File: src/rtl/btb_resolve_pkg.sv
// Shared LC-3b types: machine word, BTB prediction record and resolver FSM states.
package lc3b_types;

   typedef logic [15:0] lc3b_word;

   typedef struct packed {
      lc3b_word pc;
      logic     hit;
      logic     taken;
      lc3b_word target;
   } btb_rec_t;

   typedef enum logic {
      RES_RUN     = 1'b0,
      RES_RECOVER = 1'b1
   } btb_res_state_t;

   // Fall-through address of a 16-bit instruction; wraps mod 2^16.
   function automatic lc3b_word pc_next(input lc3b_word pc);
      return pc + 16'd2;
   endfunction

endpackage

File: src/rtl/btb_resolve_if.sv
// Fetch/resolve/BTB-update signal bundle between the pipeline and btb_resolve.
interface btb_resolve_if;
   import lc3b_types::*;

   logic     pred_valid;
   lc3b_word pred_pc;
   logic     pred_hit;
   logic     pred_taken;
   lc3b_word pred_target;
   logic     res_valid;
   logic     res_taken;
   lc3b_word res_target;
   logic     full;
   logic     empty;
   logic     wb_sel;
   lc3b_word wb_pc;
   lc3b_word wb_pred_addr;
   logic     wb_btb_hit;
   logic     branch_enable;
   logic     mispredict;
   lc3b_word redirect_pc;
   logic     err;

   modport master (
      output pred_valid, pred_pc, pred_hit, pred_taken, pred_target,
             res_valid, res_taken, res_target,
      input  full, empty, wb_sel, wb_pc, wb_pred_addr, wb_btb_hit,
             branch_enable, mispredict, redirect_pc, err
   );

   modport slave (
      input  pred_valid, pred_pc, pred_hit, pred_taken, pred_target,
             res_valid, res_taken, res_target,
      output full, empty, wb_sel, wb_pc, wb_pred_addr, wb_btb_hit,
             branch_enable, mispredict, redirect_pc, err
   );

endinterface

File: src/rtl/btb_resolve_check.sv
// Combinational compare of the oldest prediction against the resolved outcome.
module btb_res_check
   import lc3b_types::*;
(
   input  lc3b_word pc_i,
   input  logic     taken_i,
   input  lc3b_word target_i,
   input  logic     res_taken_i,
   input  lc3b_word res_target_i,
   output logic     mispredict_o,
   output lc3b_word redirect_pc_o,
   output lc3b_word wb_pc_o
);

   // Target only matters when both sides agree the branch was taken.
   assign mispredict_o  = (taken_i != res_taken_i) ||
                          (taken_i && res_taken_i && (target_i != res_target_i));
   assign wb_pc_o       = pc_next(pc_i);
   assign redirect_pc_o = res_taken_i ? res_target_i : pc_next(pc_i);

endmodule

File: src/rtl/btb_resolve.sv
// In-flight branch prediction FIFO; resolves the oldest entry, drives BTB update and flush.
module btb_resolve
   import lc3b_types::*;
#(
   parameter int DEPTH = 4
)
(
   input  logic         clk,
   input  logic         reset_n,
   btb_resolve_if.slave bus
);

   localparam int          AW       = (DEPTH > 1) ? $clog2(DEPTH) : 1;
   localparam logic [AW:0] FULL_CNT = (AW+1)'(DEPTH);

   btb_rec_t       mem_q [DEPTH];
   logic [AW-1:0]  head_q, tail_q;
   logic [AW:0]    count_q;
   btb_res_state_t state_q;

   logic     wb_sel_q, wb_btb_hit_q, branch_enable_q, mispredict_q, err_q;
   lc3b_word wb_pc_q, wb_pred_addr_q, redirect_pc_q;

   btb_rec_t head_rec, push_rec;
   logic     run, is_full, is_empty, pop, push, err_set;
   logic     chk_misp;
   lc3b_word chk_redirect, chk_wb_pc;

   assign is_full  = (count_q == FULL_CNT);
   assign is_empty = (count_q == '0);
   assign run      = (state_q == RES_RUN);
   assign head_rec = mem_q[head_q];
   assign push_rec = '{pc: bus.pred_pc, hit: bus.pred_hit,
                       taken: bus.pred_taken, target: bus.pred_target};

   btb_res_check u_check (
      .pc_i          (head_rec.pc),
      .taken_i       (head_rec.taken),
      .target_i      (head_rec.target),
      .res_taken_i   (bus.res_taken),
      .res_target_i  (bus.res_target),
      .mispredict_o  (chk_misp),
      .redirect_pc_o (chk_redirect),
      .wb_pc_o       (chk_wb_pc)
   );

   // A push alongside a mispredicting pop is wrong-path fetch and is dropped silently.
   assign pop     = bus.res_valid && !is_empty && run;
   assign push    = bus.pred_valid && run && (!is_full || pop) && !(pop && chk_misp);
   assign err_set = run && ((bus.pred_valid && is_full && !pop) ||
                            (bus.res_valid && is_empty));

   always_ff @(posedge clk or negedge reset_n) begin
      if (!reset_n) begin
         for (int i = 0; i < DEPTH; i++) mem_q[i] <= '0;
         head_q  <= '0;
         tail_q  <= '0;
         count_q <= '0;
      end else begin
         if (push) begin
            mem_q[tail_q] <= push_rec;
            tail_q        <= tail_q + 1'b1;
         end
         if (pop) head_q <= head_q + 1'b1;
         if (pop && chk_misp) begin
            tail_q  <= head_q + 1'b1;
            count_q <= '0;
         end else if (push && !pop) begin
            count_q <= count_q + 1'b1;
         end else if (pop && !push) begin
            count_q <= count_q - 1'b1;
         end
      end
   end

   always_ff @(posedge clk or negedge reset_n) begin
      if (!reset_n) begin
         state_q <= RES_RUN;
      end else begin
         case (state_q)
            RES_RUN:     if (pop && chk_misp) state_q <= RES_RECOVER;
            RES_RECOVER: state_q <= RES_RUN;
            default:     state_q <= RES_RUN;
         endcase
      end
   end

   // Strobes last one cycle; 16-bit fields hold until the next resolution.
   always_ff @(posedge clk or negedge reset_n) begin
      if (!reset_n) begin
         wb_sel_q        <= 1'b0;
         wb_btb_hit_q    <= 1'b0;
         branch_enable_q <= 1'b0;
         mispredict_q    <= 1'b0;
         err_q           <= 1'b0;
         wb_pc_q         <= '0;
         wb_pred_addr_q  <= '0;
         redirect_pc_q   <= '0;
      end else begin
         wb_sel_q        <= pop;
         wb_btb_hit_q    <= pop && head_rec.hit;
         branch_enable_q <= pop && bus.res_taken;
         mispredict_q    <= pop && chk_misp;
         if (pop) begin
            wb_pc_q        <= chk_wb_pc;
            wb_pred_addr_q <= bus.res_target;
            redirect_pc_q  <= chk_redirect;
         end
         if (err_set) err_q <= 1'b1;
      end
   end

   assign bus.full          = is_full;
   assign bus.empty         = is_empty;
   assign bus.wb_sel        = wb_sel_q;
   assign bus.wb_pc         = wb_pc_q;
   assign bus.wb_pred_addr  = wb_pred_addr_q;
   assign bus.wb_btb_hit    = wb_btb_hit_q;
   assign bus.branch_enable = branch_enable_q;
   assign bus.mispredict    = mispredict_q;
   assign bus.redirect_pc   = redirect_pc_q;
   assign bus.err           = err_q;

endmodule

File: src/flat_wrapper.sv
// flat-port wrapper written by rule: the top's interface ports become plain ports
module btb_resolve_flat import lc3b_types::*;
#(
   parameter int DEPTH = 4
)
  (clk, reset_n, bus_pred_valid, bus_pred_pc, bus_pred_hit, bus_pred_taken, bus_pred_target, bus_res_valid, bus_res_taken, bus_res_target, bus_full, bus_empty, bus_wb_sel, bus_wb_pc, bus_wb_pred_addr, bus_wb_btb_hit, bus_branch_enable, bus_mispredict, bus_redirect_pc, bus_err);
  btb_resolve_if bus_i ();
  input  logic clk;
  input  logic reset_n;
  input wire logic [$bits(bus_i.pred_valid)-1:0] bus_pred_valid;
  input wire logic [$bits(bus_i.pred_pc)-1:0] bus_pred_pc;
  input wire logic [$bits(bus_i.pred_hit)-1:0] bus_pred_hit;
  input wire logic [$bits(bus_i.pred_taken)-1:0] bus_pred_taken;
  input wire logic [$bits(bus_i.pred_target)-1:0] bus_pred_target;
  input wire logic [$bits(bus_i.res_valid)-1:0] bus_res_valid;
  input wire logic [$bits(bus_i.res_taken)-1:0] bus_res_taken;
  input wire logic [$bits(bus_i.res_target)-1:0] bus_res_target;
  output wire logic [$bits(bus_i.full)-1:0] bus_full;
  output wire logic [$bits(bus_i.empty)-1:0] bus_empty;
  output wire logic [$bits(bus_i.wb_sel)-1:0] bus_wb_sel;
  output wire logic [$bits(bus_i.wb_pc)-1:0] bus_wb_pc;
  output wire logic [$bits(bus_i.wb_pred_addr)-1:0] bus_wb_pred_addr;
  output wire logic [$bits(bus_i.wb_btb_hit)-1:0] bus_wb_btb_hit;
  output wire logic [$bits(bus_i.branch_enable)-1:0] bus_branch_enable;
  output wire logic [$bits(bus_i.mispredict)-1:0] bus_mispredict;
  output wire logic [$bits(bus_i.redirect_pc)-1:0] bus_redirect_pc;
  output wire logic [$bits(bus_i.err)-1:0] bus_err;
  assign bus_i.pred_valid = bus_pred_valid;
  assign bus_i.pred_pc = bus_pred_pc;
  assign bus_i.pred_hit = bus_pred_hit;
  assign bus_i.pred_taken = bus_pred_taken;
  assign bus_i.pred_target = bus_pred_target;
  assign bus_i.res_valid = bus_res_valid;
  assign bus_i.res_taken = bus_res_taken;
  assign bus_i.res_target = bus_res_target;
  assign bus_full = bus_i.full;
  assign bus_empty = bus_i.empty;
  assign bus_wb_sel = bus_i.wb_sel;
  assign bus_wb_pc = bus_i.wb_pc;
  assign bus_wb_pred_addr = bus_i.wb_pred_addr;
  assign bus_wb_btb_hit = bus_i.wb_btb_hit;
  assign bus_branch_enable = bus_i.branch_enable;
  assign bus_mispredict = bus_i.mispredict;
  assign bus_redirect_pc = bus_i.redirect_pc;
  assign bus_err = bus_i.err;
  btb_resolve #(.DEPTH(DEPTH)) u_core (.clk(clk), .reset_n(reset_n), .bus(bus_i));
endmodule
File: config.mk
export PLATFORM = sky130hd
export DESIGN_NAME = btb_resolve_flat
export DESIGN_NICKNAME = d
export VERILOG_FILES = /design/src/rtl/btb_resolve_pkg.sv /design/src/rtl/btb_resolve_if.sv /design/src/rtl/btb_resolve_check.sv /design/src/rtl/btb_resolve.sv /design/src/flat_wrapper.sv
export SDC_FILE = /design/constraint.sdc
export NUM_CORES = 1
export LEC_CHECK = 0
export BUFFER_PORTS_ARGS = -buffer_cell sky130_fd_sc_hd__clkbuf_2
export CAP_MARGIN = 20
export CORE_ASPECT_RATIO = 0.5
export CORE_MARGIN = 2
export CORE_UTILIZATION = 35
export DETAILED_ROUTE_END_ITERATION = 12
export GPL_ROUTABILITY_DRIVEN = 0
export PLACE_DENSITY = 0.51
export SETUP_SLACK_MARGIN = 0.2
export SLEW_MARGIN = 20
export SYNTH_ARGS = -nofsm -noshare
export SYNTH_HDL_FRONTEND = slang
export SYNTH_HIERARCHICAL = 1
export SYNTH_SLANG_ARGS = --single-unit
export TNS_END_PERCENT = 100
File: constraint.sdc
create_clock -name clk -period 3.9 [get_ports clk]
set_input_delay 0 -clock clk [delete_from_list [all_inputs] [get_ports clk]]
set_output_delay 0 -clock clk [all_outputs]
set_load 0.05 [all_outputs]
# Word-level counts from Yosys, hierarchy flattened
# Cells that the tools add are included.
[classes]
n_reduce_logical = 28
order_cmp = 3
muxes = 14
n_eq_ne = 3
addsub = 5
n_bitwise = 3
[op_table]
columns = ["op", "n"]
rows = [
  ["136-bit bitwise mux", 1],
  ["34-bit two-way mux", 3],
  ["34-bit binary-select mux with 2-bit select", 1],
  ["34-bit demux with 2-bit select", 1],
  ["1-bit logical AND", 17],
  ["16-bit by 2-bit adder with 16-bit output (second input constant)", 1],
  ["16-bit two-way mux", 1],
  ["16-bit != test", 1],
  ["3-bit two-way mux", 3],
  ["3-bit >= comparator (second input constant)", 2],
  ["2-bit NOT with 3-bit output", 2],
  ["1-bit zero test", 5],
  ["2-bit by 1-bit adder with 2-bit output (second input constant)", 2],
  ["2-bit two-way mux", 2],
  ["3-bit by 1-bit adder with 3-bit output (second input constant)", 1],
  ["3-bit equality test (second input constant)", 1],
  ["3-bit zero test", 1],
  ["1-bit logical OR", 3],
  ["3-bit by 1-bit < comparator with 1-bit output (second input constant)", 1],
  ["3-bit nonzero test", 1],
  ["3-bit by 1-bit subtractor with 3-bit output (second input constant)", 1],
  ["1-bit case mux with 2 select lines", 1],
  ["2-bit nonzero test", 1],
  ["1-bit two-way mux", 1],
  ["2 further kinds", 2],
]
[word_totals]
elab_cells = 84
reg_bits = 197
in_bits = 55
out_inout_bits = 55

# Logic depth before layout (Yosys ltp)
# Gate-level depths: netlist of run 1.
[logic_depth]
ltp_word = 15
ltp_mapped = 12
depth_no_buf = 8

# Hierarchy
# The synthesis of run 1 kept the hierarchy.
[modules_own_cells]
columns = ["module", "area_each_um2", "seq_area_each_um2", "n_inst", "cells_per_inst"]
rows = [
  ["btb_resolve", 9032.4, 4929.7, 1, 499],
  ["btb_res_check", 673.1, 0.0, 1, 82],
]

# Least setup slack after synthesis of run 1
# OpenSTA, ideal clock, no wires.
[synth_path]
path_kind = "flip-flop to flip-flop"
startpoint = "register u_core.head_q[0]"
endpoint = "register u_core/mem_q[0] (netlist name)"
period_less_slack_ps = 3181
required_ps = 3775
setup_time_ps = 125
path_buffers = 4
arrival_time_ps = 3056
stages_incl_launch_ff = 13
setup_slack_ps = 719
cell_sequence = "dfrtp_1 -> buf_2 -> buf_2 -> mux4_2 -> xor2_1 -> nor4_1 -> nand4_1 -> a21o_1 -> nand3_4 -> and3_1 -> buf_6 -> buf_12 -> mux2_4"
[synth_lines]
columns = ["element", "line", "text"]
rows = [
  ["from (decl)", "btb_resolve.sv:17", "logic [AW-1:0] head_q, tail_q;"],
  ["from (signal assigned)", "btb_resolve.sv:64", "if (pop) head_q <= head_q + 1'b1;"],
  ["to (signal, indexed assignment)", "btb_resolve.sv:61", "mem_q[tail_q] <= push_rec;"],
  ["to (decl)", "btb_resolve.sv:16", "btb_rec_t mem_q [DEPTH];"],
]

==> results of run 1 <==
## through the flow
step	total power, mW	area (sq um)	hold WS [ns]	cells
floorplan	8.178	9706	-0.2956	581
finish	11.22	11630	0.1666	1140
CTS	11.34	11630	0.1358	1140
global route	11.85	11630	0.1677	1140
detailed placement	9.481	10520	0.1360	1055
global placement	9.395	10520	0.1311	1055
## cells in the final DEF (no fill, tap or decap), types with 6 or more instances in the layout
| cell type | count |
|---|---|
| dlygate4sd3_1 | 53 |
| buf_4 | 12 |
| xor2_1 | 24 |
| mux2_2 | 79 |
| ha_1 | 6 |
| clkbuf_2 | 108 |
| clkbuf_16 | 17 |
| mux2_4 | 120 |
| mux4_2 | 34 |
| xnor2_1 | 8 |
| dfrtp_1 | 196 |
| inv_1 | 13 |
| nand2_1 | 6 |
## per-layer routing
metal | GRT usage [%] | vias up | part of all wire [%]
met5 | 0 | - | 0
met4 | 6.016 | 0 | 2.1
li1 | - | 2440 | -
met2 | 26.30 | 71 | 46
met1 | 23.35 | 2909 | 49
met3 | 3.308 | 24 | 2.6
## flip-flops by register name, indices dropped and copies added (netlist names)
signal	count
u_core/bus.branch_enable	1
u_core/head_q	2
u_core/bus.wb_btb_hit	1
u_core/bus.wb_pc	16
u_core/bus.wb_pred_addr	16
u_core/state_q	1
u_core/bus.wb_sel	1
u_core/count_q	3
u_core/tail_q	2
u_core/bus.err	1
u_core/bus.redirect_pc	16
u_core/mem_q	136
u_core/bus.mispredict	1
## where the power goes
group / switching (mW) / leakage [nW] / internal (mW)
clock network: 0.793 / 0.268 / 0.961
registers: 0.569 / 2.35 / 3.09
logic: 3.03 / 2.58 / 2.77
## cell usage after synthesis, drive strengths merged, types with 4 or more instances
cell type,n,share of area (%)
xor2,24,2.2
clkbuf,5,0.19
inv,13,0.50
nor4,7,0.52
nand3,5,0.39
dfrtp,197,51
xnor2,9,0.89
buf,29,4.1
mux4,34,7.9
and3,8,0.52
mux2,199,28
nand2,6,0.23
nor2,4,0.15
a21oi,4,0.21
nand4,6,0.52
ha,6,0.77
## area by class of cell
class                   instances  area (sq um)  share of cell area [%]
inverters                      13         48.80                  0.4194
clock inverters                12         130.1                   1.119
multi-input cells             337          4324                   37.17
flip-flops and latches        197          4931                   42.39
clock buffers                  20         446.7                   3.840
repair buffers                179          1275                   10.96
well taps                     382         478.0                   4.108
## worst paths after layout
| kind | start | to | slack, ns | cells past startpoint |
|---|---|---|---|---|
| min in group asynchronous | reset_n | u_core/bus.wb_pc[12] | 0.18 | 2 |
| setup / recovery | u_core/head_q[0] | u_core/mem_q[49] | 0.44 | 10 |
| setup reg to reg | u_core/head_q[0] | u_core/mem_q[49] | 0.44 | 10 |
| hold reg to reg | u_core/bus.err | u_core/bus.err | 0.50 | 2 |
| max in group asynchronous | reset_n | u_core/bus.wb_pc[4] | 2.71 | 3 |
| hold / removal | bus_res_taken | u_core/bus.branch_enable | 0.17 | 2 |
## cell families after synthesis
family | Yosys count
compound gates | 12
xor+xnor | 33
fa+ha+maj | 7
buf+inv | 47
flops | 197
mux | 236
simple gates | 49
## what timing repair did
action	CTS	global route
hold endpoints to repair	251	0
setup endpoints to repair	0	7
hold buffers	53	0
resized for setup	0	1
==> summary.md, run 1 <==
| Metric | Value |
|---|---|
| Fill cells | 2,509 |
| Htree depth | 4 |
| Number of flops mapped to enable cells by yosys | 0 |
| All-Layer GR Usage | around 17% |
| Post-DP HPWL | between 15,000 and 20,000 um |
| Setup Crit Path Kind | reg -> reg |
| Critical Path End Type | flip-flop |
| Critical-path cell list | buf_4 > mux4_2 > xor2_1 > nor4_2 > nand4_1 > a21o_1 > nand3_4 > and3_2 > buf_12 > mux2_2 |
| Utilization after layout | between 40% and 50% |
| Cells after Synth | roughly 580 |
| WL final | between 20,000 and 25,000 um |
| Worst-Margin Slew | 1.004 ns |
| Period utilization | between 80 and 90% |
| Post-route ant nets | 0 |
| Largest family of logic cells by synthesized area | multiplexers |
| Pre-CTS setup slack | ~0.36 ns |
| Leakage power | about 5.2 nW |
| Synth Warn # | 6 |
| Via count | ~5,400 |
| Simple-Gate Fraction of Synth Area | ~3.5% |
| Gr ovfl total | 0 |
| Cell variety after synth | 42 |
| Syn_nets | ~640 |
| Die Wd | roughly 240 um |
| Diodes inserted | 0 |
| Compound-Gate Fraction of Synth Area | less than 1% |
| Status | completed |
| Clk slew on worst S/H paths | around 0.070 ns |
| Layout cell share with drive strength beyond 1 | a little over half |
| Clock root buffer | clkbuf_16 |
| CP peak stage delay | 0.53 ns |
| Fin. Hold Viols | 0 |
| Crit path DAT | 3.79 ns |
| Max Freq | ~0.29 GHz |
| I/O pin count | 110 |
| Worst Slack Setup Final | between 0.4 and 0.5 ns |
| P&R area growth vs syn | 19.87% |
| CTS tree | built |
| CP Launch Type | flip-flop |
| Initial antenna violation count | 0 |
| CP Max Fanout | 34 |
| Mux share of post-synthesis cell area | 35.93% |
| Async set or reset register ratio after synthesis | 100.0% |
| Setup Fix Bufs, Post-CTS | 0 |
| Die ar. | between 20,000 and 30,000 sq um |
| Synth Area in Adders | less than 1% |
| PwrDens | 964.1 nW/um^2 |
| Netlist Area Pre-Place | roughly 9700 sq um |
| First drt pass iteration count | 4 |
| Tmin final | about 3.5 ns |
| IO Port Bufs | 109 |
| Sink Count | 197 |
| Starting Density | between 30% and 40% |
| Max-slew violations | 0 |
| Wire length of the first global-routing pass | between 30,000 and 40,000 um |
| Largest net degree at the start of global routing | 94 |
| Core region area | 27,490 sq um |
| DR WL/cell | 20.30 um |
| Final net count | ~810 |
| Worst slew margin | 33.06% |
| CP max-delay cell | mux4_2 |
| Max_cap viols | 0 |
| Die height | 121.8 um |
| Seq cells post-synth | just under 200 |
| Worst Hold Class | in -> reg |
| Worst VDD drop | about 0.42 mV |
| Crit path required time | 4.23 ns |
| DRC Markers | 0 |
| Family with the most delay on the worst path | simple AND/OR/NAND/NOR gates |
| RSZ-0062 raised after global routing | no |
| Post-synthesis sequential area ratio | 50.79% |
| Ys flop type | dfrtp_1 |
| Crit path buf inv count | 2 |
| Vias in the first global route | 5,914 |
| Clk_lat worst skew | 0.44 ns |
| Rows | 43 |
| Xor-xnor portion of the synthesized cell area | under 10% |
| Via/cell ratio | about 4.8 |
| # setup viols final | 0 |
| Mean Syn Cell Area | 16.70 sq um |
| Max clock buf depth | 2 |
| Setup Total Neg Slack | 0 ns |
| CTS buffer count | 17 |
| Clk_skew | 0.01016 ns |
| DR iter-0 viols | about 290 |
Note: power is estimated with default switching activity, not from simulation.
==> run 2: changes to the inputs <==
--- a/config.mk
+++ b/config.mk
@@ -7,5 +7,4 @@
 export LEC_CHECK = 0
 export BUFFER_PORTS_ARGS = -buffer_cell sky130_fd_sc_hd__clkbuf_2
-export CAP_MARGIN = 20
 export CORE_ASPECT_RATIO = 0.5
 export CORE_MARGIN = 2
@@ -13,10 +12,9 @@
 export DETAILED_ROUTE_END_ITERATION = 12
 export GPL_ROUTABILITY_DRIVEN = 0
-export PLACE_DENSITY = 0.51
+export PLACE_DENSITY = 0.52
 export SETUP_SLACK_MARGIN = 0.2
 export SLEW_MARGIN = 20
 export SYNTH_ARGS = -nofsm -noshare
 export SYNTH_HDL_FRONTEND = slang
-export SYNTH_HIERARCHICAL = 1
 export SYNTH_SLANG_ARGS = --single-unit
 export TNS_END_PERCENT = 100
==> constraint.sdc (replaced) <==
create_clock -name clk -period 3.9 [get_ports clk]
set_input_delay 0.975 -clock clk [delete_from_list [all_inputs] [get_ports clk]]
set_output_delay 0.975 -clock clk [all_outputs]
set_load 0.05 [all_outputs]
==> run 2 against run 1 <==
  * Sequential power about the same
  * Die area decreased by 6.8%
  * Routed wire length decreased by 3.0%
  * Critical path type unchanged
==> summary.md, run 2 <==
| Metric | Value |
|---|---|
| IO Port Bufs | 109 (unchanged) |
| Setup Crit Path Kind | reg -> reg |
| Setup Total Neg Slack | 0 ns (unchanged) |
| Core region area | 25,290 sq um (-8.0%) |
| Layout cell share with drive strength beyond 1 | 42.23% (-11 points) |
| P&R area growth vs syn | 17.92% |
| Number of flops mapped to enable cells by yosys | 0 (unchanged) |
| Largest net degree at the start of global routing | 97 (+3.2%) |
| Top cells by count, synth | dfrtp_1 (197), mux2_2 (136), nand2_1 (94) |
| Sw Share | 39.54% (+0.41 points) |
| Via count | 5,638 (+3.6%) |
| Status | completed |
| Yosys top cell area share | 54.60% (+3.8 points) |
| Worst reg2reg path depth | 7 (-3) |
| P_int | 6.506 mW (-4.7%) |
| Rows | 41 (-4.7%) |
| Period utilization | 85.70% (-3.1 points) |
| Post-route ant nets | 0 (unchanged) |
| Commonest non-fill, non-tap cell in the layout | dfrtp_1 |
| Final std cells w/o fill | 1,135 (-0.44%) |
| Clk_lat worst skew | 0.44 ns (about the same) |
| DR iter-0 viols | 402 (+40%) |
| Clk slew on worst S/H paths | 0.07 ns (about the same) |
| Clk_skew | 0.01027 ns (+0.0001085 ns) |
| Crit path DAT | 3.67 ns (-0.12 ns) |
| Fill cells | 2,372 (-5.5%) |
| CP Max Fanout | 25 (-26%) |
| Die Wd | 231.1 um (-3.5%) |
| Post-DP HPWL | 15,620 um (+0.34%) |
| Htree depth | 4 (unchanged) |
| Critical Path End Type | flip-flop |
| Most flops, register | u_core.mem_q |
| Final net count | 842 (+4.3%) |
| Worst VDD drop | 0.3690 mV (-13%) |
| CTS tree | built |
| Starting Density | 35.70% (+0.40 points) |
| Combinational Power Share | 48.5% (-3.2 points) |
| Hold EP | u_core.bus.err |
| Crit path buf inv count | 2 (unchanged) |
| Fin. Hold Viols | 0 (unchanged) |
| Reg2reg setup slack | 0.56 ns (+0.12 ns) |
| PwrDens | 1011 nW/um^2 (+4.8%) |
| Mean Syn Cell Area | 13.52 sq um (-19%) |
| RSZ-0062 raised after global routing | no |
| Post-CTS sizing | 0 (unchanged) |
| DRC Markers | 0 (unchanged) |
| Leakage power | 4.758 nW (-8.5%) |
| Worst r2r dst | u_core.mem_q[121] |
| CP max-delay cell | a211oi_4 |
| Max clock buf depth | 2 (unchanged) |
| Ys flop type | dfrtp_1 |
| Clock root buffer | clkbuf_16 |
| Async set or reset register ratio after synthesis | 100.0% (unchanged) |
| Die height | 117.6 um (-3.4%) |
| Post-synthesis sequential area ratio | 54.60% (+3.8 points) |
| Pre-CTS setup slack | 0.4918 ns (+0.1298 ns) |
| First drt pass iteration count | 4 (unchanged) |
| # setup viols final | 0 (unchanged) |
| Gr ovfl total | 0 (unchanged) |
| Setup Fix Bufs, Post-CTS | 0 (unchanged) |
| Commonest cells after routing, fill and taps aside | dfrtp_1 (196), mux2_2 (136), clkbuf_2 (108), nand2_1 (94), mux4_2 (34) |
| Die ar. | 27,180 sq um (-6.8%) |
| Tmin final | 3.342 ns (-0.1216 ns) |
| Sw Pwr | 4.256 mW (-3.1%) |
| Cells after Synth | 668 (+15%) |
| Crit path required time | 4.22 ns (about the same) |
| Netlist Area Pre-Place | 9029 sq um (-7.0%) |
| Reg power frac | 33.7% (+1.1 points) |
| HP Start | u_core.bus.err |
| Max reg flops | 136 (unchanged) |
| Reg-to-reg critical path startpoint | u_core.head_q[0] |
| Synth area leaders | dfrtp_1 (55%), mux2_2 (17%), mux4_2 (8.5%) |
| Cell variety after synth | 35 (-17%) |
| Sink Count | 197 (unchanged) |
| Finished Cell Area | 10,650 sq um (-8.5%) |
| Hold path depth | 2 (unchanged) |
| Family with the most delay on the worst path | multiplexers |
| Vias in the first global route | 6,017 (+1.7%) |
| Via/cell ratio | 4.967 (+4.0%) |
| Max Freq | 0.2992 GHz (+3.6%) |
| Max_cap viols | 0 (unchanged) |
| Diodes inserted | 0 (unchanged) |
| Largest area contributor in the netlist | dfrtp_1 |
| CTS buffer count | 17 (unchanged) |
| All-Layer GR Usage | 17.48% (+0.68 points) |
| Wire length of the first global-routing pass | 35,890 um (-0.74%) |
| Top-count cell post-synth | dfrtp_1 |
| Worst Hold Class | reg -> reg |
| Worst slew margin | 40.63% (+7.6 points) |
| Synth Warn # | 0 (-6) |
| Seq cells post-synth | 197 (unchanged) |
| Worst-Margin Slew | 0.8905 ns (-0.1136 ns) |
| Max-slew violations | 0 (unchanged) |
| CP peak stage delay | 0.70 ns (+0.17 ns) |
| Hold Buf Count CTS | 0 (-100%) |
| Share of total power in the clock network | 17.8% (+2.2 points) |
| DR WL/cell | 19.78 um (-2.6%) |
| Critical-path cell list | buf_4 > mux4_2 > ha_1 > nor3b_1 > a211oi_4 > buf_12 > mux2_2 |
| Cell count after placement | 1,105 (+4.7%) |
| Worst Slack Setup Final | 0.5577 ns (+0.1216 ns) |
| Initial antenna violation count | 0 (unchanged) |
| DP Area | 10,020 sq um (-4.8%) |
| WL final | 22,450 um (-3.0%) |
| Syn_nets | 730 (+14%) |
| CP Launch Type | flip-flop |
| I/O pin count | 110 (unchanged) |
-- run 2: power by group through the flow --
stage          Combinational [mW]  Clock [mW]  Sequential [mW]
2_1_floorplan                3.22           0             4.34
3_3_place_gp                 5.21           0             3.62
3_5_place_dp                 5.30           0             3.66
4_1_cts                      5.31        1.96             3.62
5_1_grt                      5.66        2.05             3.76
6_report                     5.22        1.91             3.63
-- run 2: through the flow --
step	utilization, %	hold slack (ns)	total power, mW
finish	42.10	0.4730	10.76
global route	42.10	0.5017	11.46
CTS	42.10	0.4812	10.90
detailed placement	39.61	0.4628	8.961
global placement	39.61	0.4494	8.824
floorplan	-	0.4636	7.553
-- run 2: worst register-to-register path: stages, from the launching register on --
cell	delay, ns
dfrtp_2	0.50
buf_4	0.22
mux4_2	0.52
ha_1	0.47
nor3b_1	0.14
a211oi_4	0.70
buf_12	0.30
mux2_2	0.38
-- run 2: routing by layer --
layer | up-vias | routed length [um] | track usage [%]
met2 | 66 | 10840 | 28.12
met5 | - | 0 | 0
met4 | 0 | 306 | 5.242
met3 | 18 | 473 | 2.762
met1 | 2959 | 10820 | 24.44
li1 | 2595 | - | -
-- run 2: kinds of logic (layout without fill, tap and decap cells) --
logic type / after synthesis / in the layout / synth area share, %
AND/OR/NAND/NOR: 158 / 158 / 8.246
XOR/XNOR: 35 / 35 / 3.395
buffers and inverters: 45 / 168 / 3.021
flip-flops: 197 / 197 / 54.60
multiplexers: 181 / 181 / 26.66
adder cells (fa/ha/maj): 7 / 7 / 1.053
AO/OA/AOI/OAI: 45 / 45 / 3.021
-- run 2: worst max-delay path by stage --
| stage | startpoint | cells past startpoint | to |
|---|---|---|---|
| 2_1_floorplan | u_core.head_q[0] | 10 | u_core.mem_q[0] |
| 3_3_place_gp | bus_res_valid | 7 | u_core.mem_q[130] |
| 3_5_place_dp | bus_res_valid | 7 | u_core.mem_q[127] |
| 4_1_cts | u_core.head_q[0] | 7 | u_core.mem_q[121] |
| 5_1_grt | u_core.head_q[0] | 7 | u_core.mem_q[121] |
| 6_report | u_core.head_q[0] | 7 | u_core.mem_q[121] |
-- run 2: cell type report --
| type | instances | area [sq um] | area share, % |
|---|---|---|---|
| flip-flops and latches | 197 | 4931 | 46.32 |
| clock buffers | 21 | 450.4 | 4.231 |
| clock inverters | 9 | 177.7 | 1.669 |
| repair buffers | 129 | 767.0 | 7.204 |
| well taps | 344 | 430.4 | 4.043 |
| multi-input cells | 426 | 3856 | 36.22 |
| inverters | 9 | 33.78 | 0.3173 |
